## config.mk

```make
export PLATFORM = sky130hd
export DESIGN_NAME = tli4970_sensor_scheduler
export DESIGN_NICKNAME = d
export VERILOG_FILES = /design/src/rtl/tli4970_sensor_scheduler.sv
export SDC_FILE = /design/constraint.sdc
export NUM_CORES = 1
export LEC_CHECK = 0
export BUFFER_PORTS_ARGS = -buffer_cell sky130_fd_sc_hd__buf_4
export CAP_MARGIN = 20
export CORE_MARGIN = 5
export CORE_UTILIZATION = 30
export CTS_CLUSTER_DIAMETER = 60
export CTS_CLUSTER_SIZE = 12
export DETAILED_ROUTE_END_ITERATION = 10
export SYNTH_ARGS = -nofsm -noshare
export SYNTH_HDL_FRONTEND = slang
export SYNTH_SLANG_ARGS = --single-unit
```

## constraint.sdc

```tcl
create_clock -name clock -period 10.8 [get_ports clock]
set_input_delay 2.7 -clock clock [delete_from_list [all_inputs] [get_ports clock]]
set_output_delay 2.7 -clock clock [all_outputs]
set_load 0.02 [all_outputs]
```

## src/rtl/tli4970_sensor_scheduler.sv

```systemverilog
// rtl/tli4970_sensor_scheduler.sv - round-robin TLI4970 sensor scheduler over one shared SPI frame controller
// Optional build macro TLI4970_PARITY_CHECK_EN adds the parity check on captured words.

module tli4970_sensor_scheduler #(
   parameter int NUM_SENSORS    = 4,
   parameter int SETTLE_CYCLES  = 8,
   parameter int TIMEOUT_CYCLES = 4096
) (
   input  logic                      clock,
   input  logic                      reset,
   input  logic                      enable,
   input  logic [31:0]               period,
   output logic                      spi_start,
   input  logic                      spi_done,
   input  logic [15:0]               spi_word,
   output logic [NUM_SENSORS-1:0]    sensor_sel,
   output logic [NUM_SENSORS*16-1:0] currents,
   output logic [NUM_SENSORS-1:0]    valid,
   output logic [NUM_SENSORS-1:0]    ocd,
   output logic [NUM_SENSORS-1:0]    err,
   output logic                      round_done
);

   localparam int IDXW    = (NUM_SENSORS > 1) ? $clog2(NUM_SENSORS) : 1;
   localparam int CNT_MAX = (TIMEOUT_CYCLES > SETTLE_CYCLES) ? TIMEOUT_CYCLES : SETTLE_CYCLES;
   localparam int CW      = $clog2(CNT_MAX + 1);

   localparam logic [IDXW-1:0] LAST_IDX    = IDXW'(NUM_SENSORS - 1);
   localparam logic [CW-1:0]   SETTLE_LAST = CW'(SETTLE_CYCLES - 1);
   localparam logic [CW-1:0]   TMO_LAST    = CW'(TIMEOUT_CYCLES - 1);

   typedef enum logic [2:0] {
      S_IDLE,
      S_SELECT,
      S_START,
      S_BUSY,
      S_CAPTURE,
      S_NEXT
   } state_t;

   state_t                    state_q, state_d;
   logic [IDXW-1:0]           idx_q, idx_d;
   logic [CW-1:0]             cnt_q, cnt_d;
   logic [31:0]               per_q, per_d;
   logic [NUM_SENSORS*16-1:0] cur_q, cur_d;
   logic [NUM_SENSORS-1:0]    valid_q, valid_d;
   logic [NUM_SENSORS-1:0]    ocd_q, ocd_d;
   logic [NUM_SENSORS-1:0]    err_q, err_d;

   logic [NUM_SENSORS-1:0]    idx_mask;
   logic                      tmo_hit;
   logic                      tmo_fire;
   logic                      word_bad;
   logic [15:0]               cur_val;

   assign idx_mask = NUM_SENSORS'(1) << idx_q;
   assign tmo_hit  = (cnt_q == TMO_LAST);
   assign tmo_fire = tmo_hit && (((state_q == S_START) && spi_done) ||
                                 ((state_q == S_BUSY) && !spi_done));

   // The 13-bit field is offset-binary around 4096.
   assign cur_val = {3'b000, spi_word[12:0]} - 16'd4096;

`ifdef TLI4970_PARITY_CHECK_EN
   // Bit 14 makes the whole word even parity; an odd total means a corrupted frame.
   assign word_bad = spi_word[15] | (^spi_word);
`else
   logic unused_parity_bit;
   assign unused_parity_bit = spi_word[14];
   assign word_bad          = spi_word[15];
`endif

   always_ff @(posedge clock or posedge reset) begin
      if (reset) begin
         state_q <= S_IDLE;
      end else begin
         state_q <= state_d;
      end
   end

   always_comb begin
      state_d = state_q;
      case (state_q)
         S_IDLE: begin
            if (enable && (per_q == 32'd0)) state_d = S_SELECT;
         end
         S_SELECT: begin
            if (cnt_q == SETTLE_LAST) state_d = S_START;
         end
         S_START: begin
            if (!spi_done)    state_d = S_BUSY;
            else if (tmo_hit) state_d = S_NEXT;
         end
         S_BUSY: begin
            if (spi_done)     state_d = S_CAPTURE;
            else if (tmo_hit) state_d = S_NEXT;
         end
         S_CAPTURE: state_d = S_NEXT;
         S_NEXT:    state_d = (idx_q == LAST_IDX) ? S_IDLE : S_SELECT;
         default:   state_d = S_IDLE;
      endcase
   end

   always_comb begin
      spi_start  = (state_q == S_START);
      sensor_sel = '0;
      if (state_q inside {S_SELECT, S_START, S_BUSY, S_CAPTURE}) sensor_sel = idx_mask;
      round_done = (state_q == S_NEXT) && (idx_q == LAST_IDX);
      currents   = cur_q;
      valid      = valid_q;
      ocd        = ocd_q;
      err        = err_q;
   end

   always_comb begin
      idx_d   = idx_q;
      cnt_d   = cnt_q;
      per_d   = (per_q != 32'd0) ? per_q - 32'd1 : 32'd0;
      cur_d   = cur_q;
      valid_d = valid_q;
      ocd_d   = ocd_q;
      err_d   = err_q;

      // One counter times both the settle window and the START+BUSY timeout.
      if ((state_d != state_q) && ((state_d == S_SELECT) || (state_d == S_START))) begin
         cnt_d = '0;
      end else if (state_q inside {S_SELECT, S_START, S_BUSY}) begin
         cnt_d = cnt_q + 1'b1;
      end

      if ((state_q == S_IDLE) && (state_d == S_SELECT)) begin
         idx_d = '0;
         per_d = (period == 32'd0) ? 32'd0 : period - 32'd1;
      end

      if ((state_q == S_NEXT) && (state_d == S_SELECT)) begin
         idx_d = idx_q + 1'b1;
      end

      if (state_q == S_CAPTURE) begin
         if (word_bad) begin
            err_d = err_q | idx_mask;
         end else begin
            for (int i = 0; i < NUM_SENSORS; i++) begin
               if (idx_mask[i]) cur_d[i*16 +: 16] = cur_val;
            end
            valid_d = valid_q | idx_mask;
            ocd_d   = spi_word[13] ? (ocd_q | idx_mask) : (ocd_q & ~idx_mask);
         end
      end

      if (tmo_fire) begin
         err_d = err_q | idx_mask;
      end
   end

   always_ff @(posedge clock or posedge reset) begin
      if (reset) begin
         idx_q   <= '0;
         cnt_q   <= '0;
         per_q   <= 32'd0;
         cur_q   <= '0;
         valid_q <= '0;
         ocd_q   <= '0;
         err_q   <= '0;
      end else begin
         idx_q   <= idx_d;
         cnt_q   <= cnt_d;
         per_q   <= per_d;
         cur_q   <= cur_d;
         valid_q <= valid_d;
         ocd_q   <= ocd_d;
         err_q   <= err_d;
      end
   end

endmodule

```

# After elaboration in Yosys (flattened, before gate mapping)
# Index checks and enable logic that the tools add are counted.
dict set report totals {
  register_bits 126
  word_cells 80
}
dict set report op_classes {
  n_mux 19
  bitwise 6
  n_eq_ne 11
  n_addsub 5
  reduce_logical 27
  n_shift 1
}
# operator n
set ops {}
lappend ops {{two-way mux 32 bit} 3}
lappend ops {{logical NOT 32 bit} 2}
lappend ops {{subtractor 32 x 1 -> 32 bit (second input constant)} 2}
lappend ops {{nonzero test 32 bit} 1}
lappend ops {{two-way mux 13 bit} 2}
lappend ops {{two-way mux 4 bit} 5}
lappend ops {{one-hot mux 3 bit (6 select lines)} 1}
lappend ops {{two-way mux 3 bit} 5}
lappend ops {{subtractor 13 x 13 -> 14 bit (second input constant)} 1}
lappend ops {{adder 13 x 1 -> 13 bit (second input constant)} 1}
lappend ops {{equality test 13 x 12 -> 1 bit (second input constant)} 1}
lappend ops {{equality test 13 x 3 -> 1 bit (second input constant)} 1}
lappend ops {{bitwise OR 4 bit} 3}
lappend ops {{AND reduction 3 bit} 4}
lappend ops {{equality test 3 x 2 -> 1 bit (second input constant)} 3}
lappend ops {{logical AND 1 bit} 8}
lappend ops {{nonzero test 2 bit} 4}
lappend ops {{equality test 3 x 1 -> 1 bit (second input constant)} 2}
lappend ops {{equality test 3 bit (second input constant)} 2}
lappend ops {{AND 4 bit} 1}
lappend ops {{two-way mux 2 bit} 2}
lappend ops {{inverter 4 bit} 1}
lappend ops {{AND reduction 2 bit} 2}
lappend ops {{nonzero test 4 bit} 1}
lappend ops {{10 further kinds} 11}

# Depth between registers and ports, before layout
# Gate-level depths: netlist of run 1.
dict set report logic_depth {
  depth_word 8
  mapped_depth 9
}

# Least setup slack after synthesis of run 1
# Ideal clock, no wire load.
dict set report synth_timing {
  path_kind {input port to flip-flop}
  startpoint {input port period[24]}
  endpoint {register per_q[30]}
  setup_time_ns 0.118
  path_stages 6
  t_required_ns 10.682
  arrival_time_ns 4.279
  path_slack_ns 6.402
  path_cell_list {or4_1 -> or4_1 -> nor4_1 -> xnor2_1 -> nor2_1 -> a21o_1}
}
dict set report synth_between {
  elab_chain_len 3
  word_cells_on_any_way 4
  cone_classes {add/sub: 1; mux: 2; reduce/logical: 1}
}
# item line_no
set synth_lines {}
lappend synth_lines {{start, declared} 12} ;# input logic [31:0] period,
lappend synth_lines {{subtractor 32 x 1 -> 32 bit / logical NOT 32 bit (equally long branches)} 133} ;# per_d = (period == 32'd0) ? 32'd0 : period - 32'd1;
lappend synth_lines {{two-way mux 32 bit (*)} 133}
lappend synth_lines {{two-way mux 32 bit (*)} 131} ;# if ((state_q == S_IDLE) && (state_d == S_SELECT)) begin
lappend synth_lines {{named net per_d[30]} 44} ;# logic [31:0] per_q, per_d;
lappend synth_lines {{end signal, assigned} 169} ;# per_q <= per_d;
lappend synth_lines {{end, declared} 44}
# The timed path passes the listed nets; every way through them passes the cells marked *.
# A chain may end at the register's enable or synchronous reset.

# Worst setup path in the final report of run 1
dict set report layout_timing {
  startpoint {input port period[8]}
  endpoint {register per_q[11]}
}
# Same word-level chain as after synthesis.

==> flow_summary.toml, run 1 <==
[sta]
rsz0062_at_grt = "no"
finClkSkew_ns = 0.00575
slew_viol_final = 0
finalSetupTns_ns = 0
worst_pin_slew_ns = 0.828
setup_violations = 0
hold_viol = 0
min_period_ns = 4.99
fmax_ghz = 0.201
holdWs_ns = 0.452
slew_headroom_pct = 44.6
fin_crit_sh_pct = 46.2

[place]
io_buffer_count = 132
place.gp.congestion = 0.793
place_inst = 936
dpl.hpwl_mm = 10.3

[critical_path]
timing.rr.end = "per_q[11]$_DFF_PP0_"
critPathMaxFanout = 32
reg2reg_depth = 6
critical_path_required_ns = 11.10
rr_startpoint = "per_q[24]$_DFF_PP0_"
worstPathArrival_ns = 5.29
crit_type = "primary input to flip-flop"
worstSetupStartpoint = "period[8]"
worst_setup_path_start_kind = "primary input"
rrSetupSlack_ns = 7.65
cp-endpoint = "per_q[11]$_DFF_PP0_"
crit_path_end_kind = "flip-flop"

[min_path]
hold_path_class = "flip-flop to flip-flop"

[synth]
synth_top_area_share_pct = 48.6
yosys_register_bits = 114
synth_fp_nets = 624
synth.most_common_cell = "dfrtp_1"
yosysSeqAreaShare_pct = 48.6
post_synth.cell_area_avg_sq_um = 10.4
synthCells = 564
ys.flop_type = "dfrtp_1"
synth_area_leaders = "dfrtp_1 49%, mux2_2 10%, xnor2_1 5.4%"
ys_types = 43
synth_common_cells = "114 x dfrtp_1, 53 x nand2_1, 52 x mux2_2"
syn_area_sq_um = 5880
postSynth.asyncResetShare_pct = 100
yosysTopAreaCell = "dfrtp_1"
synth_edf_count = 0
yosysWarnings = 0

[drt]
vias_per_cell = 4.66
dr_total_vias = 4511
drc = 0
antenna_left = 0
drt-initial-drc-count = 144
wirelength_mm = 14.1
first_pass_iters = 4
wl_per_cell_um = 14.6

[layout]
final_cells = 968
final_nets = 750
drive_above_1_share_pct = 33.3
area_delta_synth_final_pct = 29.8
antenna_cells = 0

[global_route]
grt_usage_pct = 12.5
grt_max_degree = 65
grt_pass1_wl_mm = 22.2
overflow = 0
antenna_found_initial = 0
grt_pass1_vias = 4384

[clock_tree]
cts_buffers = 17
ctsResizeCount = 0
hold_buffers = 0
cts_tree = "built"
clockBufferDepth = 2
cts_setup_buffers = 0
clkSinkCount = 114
root_buffer = "clkbuf_16"
clock_latency_ns = 0.41
path_clk_slew_ns = 0.06
htree_levels = 4

[power_and_ir_drop]
p_leak_nw = 3.54
pwr_density_cell_nw_per_um2 = 168
peakVddDrop_v = 0.0000918

[die]
die_w_um = 150
ioPinCount = 134
num_rows = 51
die_y_um = 150
floorplan.initialDensity_pct = 30.3
dieArea_sq_um = 22500
design.core.area_sq_um = 19400

[run_status]
outcome = "completed"

[flow_run]
drv_cap = 0
-- metrics by stage --
| step | power [W] | setup slack, ns | cell area [sq um] | util [%] |
|---|---|---|---|---|
| detailed placement | 0.000743 | 5.37 | 7050 | 36.3 |
| global placement | 0.000741 | 5.33 | 7050 | 36.3 |
| floorplan | 0.000648 | 5.08 | 5880 | - |
| finish | 0.00128 | 5.81 | 7620 | 39.3 |
| CTS | 0.00129 | 5.81 | 7620 | 39.3 |
| global route | 0.00134 | 5.55 | 7620 | 39.3 |
-- sequential cells by signal (all words and copies together) (netlist names), named ones only --
name,flops
valid,4
err,4
currents,52
state_q,3
idx_q,2
cnt_q,13
per_q,32
-- how the worst min path moves through the flow --
stage	cells past startpoint	start	slack (ns)	endpoint
2_1_floorplan	2	per_q[31]$_DFF_PP0_	0.49	per_q[31]$_DFF_PP0_
3_3_place_gp	1	err[3]$_DFFE_PP0P_	0.44	err[3]$_DFFE_PP0P_
3_5_place_dp	1	err[2]$_DFFE_PP0P_	0.45	err[2]$_DFFE_PP0P_
4_1_cts	1	err[2]$_DFFE_PP0P_	0.46	err[2]$_DFFE_PP0P_
5_1_grt	1	err[2]$_DFFE_PP0P_	0.48	err[2]$_DFFE_PP0P_
6_report	1	err[2]$_DFFE_PP0P_	0.45	err[2]$_DFFE_PP0P_
-- worst max-delay path: stages --
cell	delay (ns)
buf_4	0.12
nor4_1	0.53
nand4_1	0.60
nor4_1	0.58
or4_4	0.49
a21oi_1	0.08
a21o_1	0.17
-- cells in the final DEF (no fill, tap or decap), types with 5 or more instances in the layout --
cell,count
o21ai_0,14
o21ai_1,19
nand4_1,6
clkbuf_16,17
a21oi_1,5
a21o_1,8
xor2_1,26
nand2_1,53
and2_1,7
nand3_1,10
nor3_1,27
o21ai_2,11
mux2_2,52
or3_1,9
dfrtp_1,114
nand2b_1,11
buf_4,134
or4_1,8
nor4_1,24
xnor2_1,36
mux2i_1,5
inv_1,12
ha_1,8
nor2_1,43
-- metal layers --
layer | global-route usage (%) | wire, um
met2 | 20.2 | 6420
met4 | 4.12 | 163
met1 | 16.3 | 6520
met5 | 0 | 0
met3 | 3.39 | 1050
-- kinds of logic after synthesis --
| kind of cell | count (synthesis) | share of synthesized area [%] |
|---|---|---|
| and+or+nand+nor | 217 | 18.8 |
| DFF | 114 | 48.6 |
| AOI/OAI and AO/OA | 66 | 7.11 |
| xor gates and xnor gates | 62 | 9.24 |
| muxes | 57 | 10.8 |
| buffers and inverters | 40 | 3.73 |
| adders and majority gates | 8 | 1.70 |
-- power by group --
| group | switching (W) | total (W) | internal, W |
|---|---|---|---|
| sequential | 0.0000351 | 0.000500 | 0.000465 |
| combinational | 0.000127 | 0.000232 | 0.000105 |
| clock | 0.000201 | 0.000545 | 0.000345 |
| total | 0.000363 | 0.00128 | 0.000915 |
-- cell type report --
type	instances	area, sq um
fillers	1974	11800
flip-flops and latches	114	2850
multi-input cells	410	2800
repair buffers	134	1010
clock buffers	19	443
well taps	265	332
clock inverters	13	136
inverters	13	51.3
Power figures use the tool's default switching activity.
==> run 2, diff against run 1 <==
Settings changed: ABC_AREA set to 1.
Clock period 10.8 ns to 4.06 ns, I/O delays scaled along.
==> run 2 against run 1 <==
Effect of this change:
- final cell count up 28%
- register-to-register slack got worse by 5.9 ns
- critical path depth shrank 1
- critical endpoint is now sensor_sel[0]
- largest cell class is now multi-input combinational cells
- largest power group unchanged
==> flow_summary.toml, run 2 <==
[synth]
syn_area_sq_um = 6540
yosysTopAreaCell = "dfrtp_1"
synthCells = 827
ys_types = 43
postSynth.asyncResetShare_pct = 100
post_synth.cell_area_avg_sq_um = 7.91
yosysWarnings = 0
synth_fp_nets = 887
synth_area_leaders = "dfrtp_1 44%, nand2_1 10%, o21ai_0 6.0%"
synth.most_common_cell = "nand2_1"
synth_top_family_by_area = "simple AND/OR/NAND/NOR gates"
synth_edf_count = 0
yosys.area_share.simple_pct = 28.9
synth_compound_area_share_pct = 10.2
synthAdderAreaFrac_pct = 1.53
yosysSeqAreaShare_pct = 43.6
synth_top_area_share_pct = 43.6
synth_common_cells = "179 x nand2_1, 114 x dfrtp_1, 104 x nor2_1"
synth_xor_area_share_pct = 7.36
synthMuxAreaShare_pct = 0.153
ys.flop_type = "dfrtp_1"
yosys_register_bits = 114

[clock_tree]
clkSinkCount = 114
root_buffer = "clkbuf_16"
hold_buffers = 0
path_clk_slew_ns = 0.06
htree_levels = 4
cts_setup_buffers = 0
cts_tree = "built"
cts_buffers = 17
clock_latency_ns = 0.41
clockBufferDepth = 2
ctsResizeCount = 0

[power_and_ir_drop]
peakVddDrop_v = 0.000265
p_leak_nw = 3.73
pwr_density_cell_nw_per_um2 = 430

[global_route]
grt_max_degree = 61
antenna_found_initial = 0
overflow = 0
grt_pass1_wl_mm = 27.4
grt_usage_pct = 13.7
grt_pass1_vias = 5606

[critical_path]
crit_type = "flip-flop to primary output"
rr_startpoint = "per_q[0]$_DFF_PP0_"
critPathMaxFanout = 7
worstPathArrival_ns = 2.07
worst_setup_path_start_kind = "flip-flop"
timing.rr.end = "cnt_q[11]$_DFFE_PP0P_"
rrSetupSlack_ns = 1.78
reg2reg_depth = 11
critical_path_required_ns = 3.04
cp-endpoint = "sensor_sel[0]"
crit_path_end_kind = "primary output"
worstSetupStartpoint = "state_q[0]$_DFF_PP0_"

[layout]
final_nets = 1008
largest_reg_flops = 52
area.sequential_sq_um = 2850
drive_above_1_share_pct = 23.6
area_delta_synth_final_pct = 26.3
n_fill_cell = 2238
final_area_sq_um = 8260
antenna_cells = 0
mostFrequentLayoutCells = "179 x nand2_1, 134 x buf_4, 114 x dfrtp_1, 104 x nor2_1, 80 x inv_1"
layout_commonest_cell = "nand2_1"
multi_input_area_sq_um = 3150

[place]
dpl.hpwl_mm = 12.9
io_buffer_count = 132
place.gp.congestion = 0.852
placed_cell_area_sq_um = 7710

[die]
design.core.area_sq_um = 21600
floorplan.initialDensity_pct = 30.3
die_y_um = 158
ioPinCount = 134
num_rows = 54
dieArea_sq_um = 24900
die_w_um = 158

[sta]
finClkSkew_ns = 0.0111
fin_crit_sh_pct = 76.0
min_period_ns = 3.08
slew_viol_final = 0
rsz0062_at_grt = "no"
finalSetupTns_ns = 0
hold_viol = 0
fmax_ghz = 0.324
worst_pin_slew_ns = 0.943
setup_violations = 0
slew_headroom_pct = 37.0

[drt]
dr_total_vias = 5746
first_pass_iters = 4
wirelength_mm = 16.9
wl_per_cell_um = 13.6
drc = 0
antenna_left = 0
drt-initial-drc-count = 328
vias_per_cell = 4.63

[flow_run]
drv_cap = 0

[run_status]
outcome = "completed"

[min_path]
hold_path_class = "flip-flop to flip-flop"
-- run 2: changes by cell type in the layout (fill, tap and decap cells not counted), moves of 22 or more --
cell and delta:
inv_1 +68, nand2_1 +126, o21ai_0 +64, nor4_1 -22, nor2_1 +61, mux2_2 -52
nand3_1 +39
-- run 2: layout make-up --
cell class                      instances  area share, %
Clock buffer                           18           5.32
Clock inverter                         14           1.30
Inverter                               90           4.12
Multi-Input combinational cell        590           38.1
Sequential cell                       114           34.5
Tap cell                              280           4.24
Timing Repair Buffer                  135           12.4
-- run 2: kinds of logic after synthesis --
group | after synthesis
XOR/XNOR | 55
buffers and inverters | 123
adder cells (fa/ha/maj) | 8
multiplexers | 1
AND/OR/NAND/NOR | 410
flip-flops | 114
AO/OA/AOI/OAI | 116
-- run 2: worst min path at each step --
stage	from	endpoint	slack, ns	cells after the start
floorplan	cnt_q[11]$_DFFE_PP0P_	cnt_q[11]$_DFFE_PP0P_	0.51	3
global placement	valid[2]$_DFFE_PP0P_	valid[2]$_DFFE_PP0P_	0.45	2
detailed placement	valid[1]$_DFFE_PP0P_	valid[1]$_DFFE_PP0P_	0.46	2
CTS	valid[1]$_DFFE_PP0P_	valid[1]$_DFFE_PP0P_	0.48	2
global route	valid[2]$_DFFE_PP0P_	valid[2]$_DFFE_PP0P_	0.49	2
finish	valid[1]$_DFFE_PP0P_	valid[1]$_DFFE_PP0P_	0.47	2
-- run 2: power by group --
group          total (W)  internal (W)  leakage (nW)  switching [W]
clock network    0.00136      0.000801         0.263       0.000563
registers        0.00132       0.00124          1.39      0.0000774
logic           0.000874      0.000308          2.08       0.000567
-- run 2: metrics by stage --
stage          worst slack (ns)  power [W]  utilization (%)  cells  hold slack (ns)
2_1_floorplan            0.0293    0.00195                -    827            0.512
3_3_place_gp               1.25    0.00221             35.7   1209            0.454
3_5_place_dp               1.22    0.00222             35.7   1209            0.460
4_1_cts                   0.960    0.00361             38.2   1241            0.475
5_1_grt                   0.776    0.00375             38.2   1241            0.491
6_report                  0.975    0.00355             38.2   1241            0.470
-- run 2: routing by layer --
metal / vias to the layer above / share of wire, % / GRT usage [%]
li1: 2915 / - / -
met1: 2693 / 46 / 17.6
met2: 126 / 47 / 23.3
met3: 12 / 5.4 / 3.12
met4: 0 / 1.0 / 3.85
met5: - / 0 / 0
-- run 2: critical path: stages, from the launching register on --
cell and delay (ns):
dfrtp_1 0.47, nor2_1 0.11, nand2_1 0.13, inv_1 0.08, nor4_1 0.59, nor2_1 0.10
buf_4 0.18
==> run 3, diff against run 2 <==
Settings changed: ABC_AREA 1 to 0.
Clock period 4.06 ns to 2.9 ns, I/O delays scaled along.
==> run 3 against run 2 <==
Effect of this change:
- critical path depth unchanged
- register-to-register slack got worse by 1.7 ns
- final cell count decreased by 20%
- first-iteration DRC count decreased by 33%
- sequential power increased by 42%
- combinational power increased by 1%
- clock-buffer cell count unchanged
==> flow_summary.toml, run 3 (same netlist as run 1, synthesis figures left out) <==
[drt]
wl_per_cell_um = 14.7
antenna_left = 0
vias_per_cell = 4.66
drc = 0
first_pass_iters = 4
dr_total_vias = 4654
drt-initial-drc-count = 220
wirelength_mm = 14.7

[layout]
antenna_cells = 0
drive_above_1_share_pct = 36.4
n_fill_cell = 1939
final_cells = 998
layout_commonest_cell = "buf_4"
final_nets = 780
largest_reg_flops = 52
area_delta_synth_final_pct = 34.6
mostFrequentLayoutCells = "157 x buf_4, 114 x dfrtp_1, 53 x nand2_1, 52 x mux2_2, 43 x nor2_1"

[sta]
min_period_ns = 2.83
setup_violations = 0
holdWs_ns = 0.459
slew_viol_final = 0
finClkSkew_ns = 0.00693
rsz0062_at_grt = "no"
worst_pin_slew_ns = 0.786
slew_headroom_pct = 47.5
fin_crit_sh_pct = 97.7
hold_viol = 0
fmax_ghz = 0.353

[global_route]
grt_max_degree = 115
antenna_found_initial = 0
grt_pass1_wl_mm = 23.4
grt_usage_pct = 13.0
grt_pass1_vias = 4615
overflow = 0

[critical_path]
critPathMaxFanout = 6
crit_type = "flip-flop to flip-flop"
crit_path_end_kind = "flip-flop"
worst_setup_path_start_kind = "flip-flop"
worstPathArrival_ns = 3.16
critical_path_required_ns = 3.23

[run_status]
outcome = "completed"

[clock_tree]
cts_tree = "built"
root_buffer = "clkbuf_16"
cts_buffers = 17
clockBufferDepth = 2
path_clk_slew_ns = 0.06
htree_levels = 4
clkSinkCount = 114
clock_latency_ns = 0.41

[place]
io_buffer_count = 132
place_inst = 963
dpl.hpwl_mm = 10.6
place.gp.congestion = 0.801

[power_and_ir_drop]
peakVddDrop_v = 0.000309
p_leak_nw = 3.68
pwr_density_cell_nw_per_um2 = 600

[die]
num_rows = 51
ioPinCount = 134
die_y_um = 150
die_w_um = 150
design.core.area_sq_um = 19400
floorplan.initialDensity_pct = 30.3
dieArea_sq_um = 22500

[flow_run]
drv_cap = 0

[min_path]
hold_path_class = "flip-flop to flip-flop"
==> run 3: changes by cell type in the layout (fill, tap and decap cells not counted), moves of 23 or more <==
cell     delta
buf_4      +23
inv_1      -68
mux2_2     +52
nand2_1   -126
nand3_1    -39
nor2_1     -61
o21ai_0    -64
==> run 3: area by class of cell <==
class / count / area, sq um / area share (%)
clock buffer: 18 / 439 / 5.55
tap: 265 / 332 / 4.19
multi-input combinational: 411 / 2830 / 35.8
clock inverter: 14 / 131 / 1.66
sequential: 114 / 2850 / 36.1
inverter: 13 / 52.6 / 0.665
timing repair buffer: 163 / 1270 / 16.1
==> run 3: report_power, final <==
part | switching (W) | internal (W)
Sequential | 0.000133 | 0.00173
Combinational | 0.000489 | 0.000398
Clock | 0.000786 | 0.00121
Total | 0.00141 | 0.00334
==> run 3: worst paths after layout <==
path,end,depth (start not counted),slack [ns],from
worst max-delay path,per_q[22]$_DFF_PP0_,6,0.07,per_q[24]$_DFF_PP0_
worst min-delay path,err[0]$_DFFE_PP0P_,1,0.46,err[0]$_DFFE_PP0P_
worst max register to register,per_q[22]$_DFF_PP0_,6,0.07,per_q[24]$_DFF_PP0_
worst min register to register,err[0]$_DFFE_PP0P_,1,0.46,err[0]$_DFFE_PP0P_
max in group asynchronous,per_q[13]$_DFF_PP0_,3,1.95,reset
min in group asynchronous,currents[6]$_DFFE_PP0P_,3,0.48,reset
==> run 3: worst max-delay path: stages, from the launching register on <==
cell	delay, ns
dfrtp_1	0.38
or4_4	0.53
or4_4	0.45
or4_4	0.45
or4_4	0.61
buf_6	0.18
o21ai_2	0.14
==> run 3: routing by layer <==
metal | up-vias | global-route usage (%) | wire length [um]
met5 | - | 0 | 0
met4 | 0 | 4.03 | 240
met3 | 22 | 3.42 | 1080
met2 | 166 | 20.6 | 6550
met1 | 2170 | 17.3 | 6800
li1 | 2296 | - | -
==> run 3: what timing repair did <==
item	4_1_cts	5_1_grt
hold buffers	0	0
gates cloned	0	2
buffers inserted	0	1
setup endpoints to repair	18	26
pin swaps	1	2
resized for setup	0	9
==> run 3: metrics by stage <==
step	cell area [sq um]	TNS, ns	setup WS [ns]	utilization (%)	power (W)
finish	7910	0	0.0658	40.8	0.00475
global placement	7260	-0.199	-0.0276	37.4	0.00277
detailed placement	7260	-0.531	-0.0591	37.4	0.00278
floorplan	5880	0	0.0706	-	0.00242
global route	7910	0	0.00359	40.8	0.00499
CTS	7830	0	0.0136	40.4	0.00479
